<file path="src/rtl/ram_arbiter_pkg.sv">
// Shared definitions for the RAM arbiter: grant encodings and the starve counter type.
package ram_arbiter_pkg;

  localparam logic ARB_M0 = 1'b0;
  localparam logic ARB_M1 = 1'b1;

  localparam int ARB_CNT_W = 8;
  typedef logic [ARB_CNT_W-1:0] arb_cnt_t;
  localparam arb_cnt_t ARB_CNT_MAX = '1;

  // Saturating increment so a long-starved master 1 never wraps back to zero.
  function automatic arb_cnt_t cnt_sat_inc(input arb_cnt_t c);
    return (c == ARB_CNT_MAX) ? c : c + 1'b1;
  endfunction

endpackage

</file>
<file path="src/rtl/arb_pick2.sv">
// Combinational two-way winner selection; prefer1 breaks ties in favour of requester 1.
module arb_pick2 (
  input  logic req0,
  input  logic req1,
  input  logic prefer1,
  output logic gnt0,
  output logic gnt1
);

  always_comb begin
    gnt0 = 1'b0;
    gnt1 = 1'b0;
    if (req0 && req1) begin
      gnt0 = !prefer1;
      gnt1 = prefer1;
    end else begin
      gnt0 = req0;
      gnt1 = req1;
    end
  end

endmodule

</file>
<file path="src/rtl/ram_arbiter.sv">
// Shares one single-port data RAM between the core LSU (m0) and the debug/loader port (m1).
// Define RAM_ARB_RR_EN for round-robin; otherwise fixed priority with starvation promotion.
module ram_arbiter
  import ram_arbiter_pkg::*;
#(
  parameter int DW           = 32,
  parameter int AW           = 32,
  parameter int STARVE_LIMIT = 8
) (
  input  logic          clk,
  input  logic          rst,
  input  logic          m0_req_i,
  input  logic          m0_we_i,
  input  logic [AW-1:0] m0_addr_i,
  input  logic [DW-1:0] m0_wdata_i,
  output logic          m0_gnt_o,
  output logic          m0_rvalid_o,
  output logic [DW-1:0] m0_rdata_o,
  input  logic          m1_req_i,
  input  logic          m1_we_i,
  input  logic [AW-1:0] m1_addr_i,
  input  logic [DW-1:0] m1_wdata_i,
  output logic          m1_gnt_o,
  output logic          m1_rvalid_o,
  output logic [DW-1:0] m1_rdata_o,
  output logic          ram_we_o,
  output logic [AW-1:0] ram_addr_o,
  output logic [DW-1:0] ram_wdata_o,
  input  logic [DW-1:0] ram_rdata_i
);

  logic prefer1;
  logic winner;
  logic any_gnt;

  // Requests are masked during reset so every output reads zero while rst is high.
  arb_pick2 u_pick (
    .req0    (m0_req_i && !rst),
    .req1    (m1_req_i && !rst),
    .prefer1 (prefer1),
    .gnt0    (m0_gnt_o),
    .gnt1    (m1_gnt_o)
  );

  assign any_gnt = m0_gnt_o || m1_gnt_o;
  assign winner  = m1_gnt_o ? ARB_M1 : ARB_M0;

`ifdef RAM_ARB_RR_EN
  // rr_ptr names the master that wins the next tie; it moves away from each winner.
  logic rr_ptr;

  assign prefer1 = (rr_ptr == ARB_M1);

  always_ff @(posedge clk) begin
    if (rst) begin
      rr_ptr <= ARB_M0;
    end else if (any_gnt) begin
      rr_ptr <= (winner == ARB_M0) ? ARB_M1 : ARB_M0;
    end
  end
`else
  localparam arb_cnt_t LIMIT = arb_cnt_t'(STARVE_LIMIT);

  arb_cnt_t starve_cnt;

  assign prefer1 = (starve_cnt >= LIMIT);

  // Counts consecutive cycles master 1 waits; any grant or dropped request restarts it.
  always_ff @(posedge clk) begin
    if (rst) begin
      starve_cnt <= '0;
    end else if (!m1_req_i || m1_gnt_o) begin
      starve_cnt <= '0;
    end else begin
      starve_cnt <= cnt_sat_inc(starve_cnt);
    end
  end
`endif

  always_comb begin
    ram_we_o    = 1'b0;
    ram_addr_o  = '0;
    ram_wdata_o = '0;
    if (any_gnt) begin
      if (winner == ARB_M1) begin
        ram_we_o    = m1_we_i;
        ram_addr_o  = m1_addr_i;
        ram_wdata_o = m1_wdata_i;
      end else begin
        ram_we_o    = m0_we_i;
        ram_addr_o  = m0_addr_i;
        ram_wdata_o = m0_wdata_i;
      end
    end
  end

  // Read data is captured only for the owner; the other master keeps its last word.
  always_ff @(posedge clk) begin
    if (rst) begin
      m0_rvalid_o <= 1'b0;
      m1_rvalid_o <= 1'b0;
      m0_rdata_o  <= '0;
      m1_rdata_o  <= '0;
    end else begin
      m0_rvalid_o <= m0_gnt_o && !m0_we_i;
      m1_rvalid_o <= m1_gnt_o && !m1_we_i;
      if (m0_gnt_o && !m0_we_i) begin
        m0_rdata_o <= ram_rdata_i;
      end
      if (m1_gnt_o && !m1_we_i) begin
        m1_rdata_o <= ram_rdata_i;
      end
    end
  end

endmodule

</file>
<file path="config.mk">
export PLATFORM = sky130hd
export DESIGN_NAME = ram_arbiter
export DESIGN_NICKNAME = d
export VERILOG_FILES = /design/src/rtl/ram_arbiter_pkg.sv /design/src/rtl/arb_pick2.sv /design/src/rtl/ram_arbiter.sv
export SDC_FILE = /design/constraint.sdc
export NUM_CORES = 1
export LEC_CHECK = 0
export BUFFER_PORTS_ARGS = -buffer_cell sky130_fd_sc_hd__buf_2
export CAP_MARGIN = 10
export CORE_MARGIN = 8
export CORE_UTILIZATION = 39
export CTS_BUF_LIST = sky130_fd_sc_hd__clkbuf_8
export CTS_CLUSTER_SIZE = 25
export DETAILED_ROUTE_END_ITERATION = 7
export PLACE_DENSITY = 0.8
export SLEW_MARGIN = 5
export SYNTH_ARGS = -nofsm -noshare
export SYNTH_HDL_FRONTEND = slang
export SYNTH_SLANG_ARGS = --single-unit
</file>
<file path="constraint.sdc">
create_clock -name clk -period 1.7 [get_ports clk]
set_input_delay 0.34 -clock clk [delete_from_list [all_inputs] [get_ports clk]]
set_output_delay 0.34 -clock clk [all_outputs]
set_load 0.01 [all_outputs]
</file>
==> run summary <==
The run finished, with violations left. The final reports fail on negative setup slack. Once layout is complete, the cells apart from fillers number between 900 and 1,000. The clock tree from TritonCTS is built. In this run the worst setup path begins at starve_cnt[4].

The pin count of the biggest net entering global routing is slightly below 100. Setup repair after global routing could not meet its margin everywhere. The final-report max-slew violation count came out at 0.

In this run the clock root is driven by a clkbuf_8. The worst hold slack is 0.239 ns. The depth of the CTS H-tree is 3. The number of antenna violations at the first check in global routing is 0. The share of flip-flops with an asynchronous set or reset is 0%. Of the available clock period, the critical path in the final layout requires 129%. The worst-path maximum fanout is 8. In the final routed layout, each cell accounts on average for around 17 um. The number of nets in the layout is approximately 1,000. The setup path with the least slack is of type flop to output pin. The number of max-capacitance violations reported is 0. The initial core utilization is roughly two fifths. The register area share after synthesis is around 35%.

The finished layout cell area came out at approximately 0.0068 mm^2. The final hold violation count is 0. The top-level I/O count came out at 299. The horizontal die dimension came out at 121 um. Setup violations remaining at the end of the flow were counted as between 60 and 70.

Data arrives at the worst endpoint at 1.84 ns. The endpoint identified for the worst register-to-register timing path is m1_rdata_o[25]. Yosys printed 0 warnings.

The sequential cell area is ~0.0015 mm^2. The post-detailed-placement half-perimeter wirelength is around 13,000 um. The global placement routability congestion came out at about 0.9. The instance count of the mapped netlist came out at 497. The register-to-register path setup slack is between 0.2 and 0.25 ns.

The maximum buffer depth of the clock tree came out at 2. The nature of the critical path endpoint is an output pin. The placed instance area is ~0.0063 mm^2. Between clock sinks in the finished design, the worst skew comes to between 0.01 and 0.015 ns.

The critical path required time is approximately 1.4 ns. The average instance in the mapped netlist occupies roughly 8.6 um^2. In the routed layout, each cell is associated on average with a via count of 4.63. The setup total negative slack came out at -28.63 ns. The number of cell rows came out at 38.

The number of cell instances on the worst register-to-register path is 5. The number of fill cells in the layout came out at slightly above 900. The worst hold path begins at m1_we_i. The number of enable flip-flop cells after synthesis is 0. The y dimension of the die came out at approximately 120 um. The die covers 0.0146 mm^2.

The detail route stage leaves a number of antenna-violating nets equal to 0. The clock reaches the later pin of the worst-skew pair after 0.35 ns. Counting instances in the post-synthesis netlist gives the leading cell types as mux2i_1, nand2b_1, dfxtp_1. The power per unit of standard cell area is 650 mW/mm^2. The wire length of the first global-routing pass is ~24,000 um.

The total power of the final layout is between 4 and 5 mW. The setup slack after layout is -0.485 ns. The maximum clock frequency came out at 458 MHz.

The instance count after placement with tap cells included is ~930. The total clock sinks came out at between 70 and 80. The synthesis-to-finish area growth came out at 58.2%. The post-synthesis cell type count is 27. For this design the static power due to leakage is 3.74 nW.

The post-route netlist has between 50 and 60% of its cells at a drive strength greater than 1. The tightest min-delay check is of the input port to flop type. The total global routing track utilization is around a fifth. mux2i_1 is the most common cell in the netlist.

The synthesized cell area is 0.00429 mm^2. The startpoint identified for the worst register-to-register timing path is starve_cnt[3]. The synthesis-stage register bit count came out at 74.

For this block, the via count after detailed routing is between 4,000 and 5,000. The endpoint of the most critical setup path is ram_addr_o[31]. After global routing the overflow that remains totals 0.

The worst-case IR drop observed on VDD is ~0.00055 V. The number of clock buffers inserted by TritonCTS is 9. The post-place setup slack came out at -0.274 ns. For the finished layout, the period the worst path requires is between 2 and 2.5 ns. After clock tree synthesis, the clock-pin slew on the worst setup and hold paths is about 0.070 ns. By area the synthesized netlist is led by dfxtp_1, mux2i_1, nand2b_1. The total of hold buffers inserted after clock tree synthesis is 0. The post-route core utilization is 62.9%.

The initial detailed-routing violation count is about 160. The core region is roughly 0.011 mm^2. For this run, the leading register cell type out of synthesis is dfxtp_1.

The number of global-route vias before repair was roughly 4,500. The multi-input combinational cell area is 0.00268 mm^2. The relative slew slack is a little under three fifths. For this run, design rule violations remaining after detail routing come to 0. The area fraction of the dominant cell type after synthesis is around a third. The cell taking the most area after synthesis is dfxtp_1. The routed wire length is roughly 16,000 um.

The number of iterations in the first detailed-routing pass is 4. The transition time at the pin with the least slew margin is around 0.65 ns. Input and output buffers added on the ports amount to approximately 300. The worst setup path is launched from a flop.
final cells by class:
| cell class | count | share of cell area, % |
|---|---|---|
| Clock inverter | 5 | 0.848 |
| Timing Repair Buffer | 335 | 29.5 |
| Tap cell | 140 | 2.58 |
| Antenna cell | 1 | 0.0369 |
| Multi-Input combinational cell | 321 | 39.4 |
| Sequential cell | 74 | 21.9 |
| Inverter | 70 | 3.87 |
| Clock buffer | 9 | 1.82 |
cell families (layout without fill, tap and decap cells):
family | after synthesis | in the layout | synth area share [%]
DFF | 74 | 74 | 34.5
buffers and inverters | 105 | 419 | 10.9
and+or+nand+nor | 175 | 175 | 21.9
AOI/OAI and AO/OA | 11 | 11 | 1.87
adders and majority gates | 2 | 2 | 0.583
other | 1 | 5 | 0.0874
muxes | 129 | 129 | 30.1
state kept, by name, indices dropped and copies added (netlist names):
name	count
m0_rdata_o	32
m1_rdata_o	32
starve_cnt	8
m0_rvalid_o	1
m1_rvalid_o	1
power by group:
| part | switching (mW) | internal (mW) |
|---|---|---|
| Clock | 0.644 | 0.658 |
| Sequential | 0.0405 | 1.81 |
| Combinational | 0.604 | 0.658 |
timing repair:
action                     4_1_cts  5_1_grt
pin swaps                        3        2
setup endpoints to repair       67       72
gates cloned                     2        2
resized for setup               26        8
buffers inserted                 6        1
per-layer routing:
layer | part of all wire, % | track usage (%) | up-vias
met5 | 0 | 0 | -
met1 | 37 | 21.0 | 1994
met3 | 11 | 8.93 | 35
met4 | 3.3 | 9.45 | 0
li1 | - | - | 2191
met2 | 49 | 35.9 | 201
worst min-delay path by stage:
stage / to / slack, ns / cells past startpoint
after CTS: m1_rvalid_o / 0.22 / 2
after floorplan: m1_rvalid_o / 0.41 / 1
after global placement: m1_rdata_o[3] / 0.46 / 2
final: m1_rvalid_o / 0.24 / 2
after detailed placement: m0_rdata_o[24] / 0.46 / 2
after global routing: m1_rvalid_o / 0.22 / 2
critical path, cell delays in order, from the launching register on:
cell	delay [ns]
dfxtp_2	0.35
nor3_4	0.05
a311o_2	0.42
buf_8	0.17
buf_12	0.14
mux2i_2	0.19
buf_2	0.18
layout by cell type (no fill, tap or decap), types with 2 or more instances in the layout:
cell,instances
a21oi_2,2
buf_6,6
inv_1,70
nor2_1,3
conb_1,4
nand4_1,2
buf_16,2
dfxtp_2,5
dfxtp_1,69
a21oi_1,2
mux2i_2,42
ha_1,2
nand2b_1,96
buf_8,4
clkinvlp_4,3
clkbuf_8,9
buf_2,290
nand2_1,65
mux2i_1,77
buf_4,24
buf_12,7
mux2i_4,10
clkbuf_16,2
No activity file was read; power rests on OpenSTA's default activity.
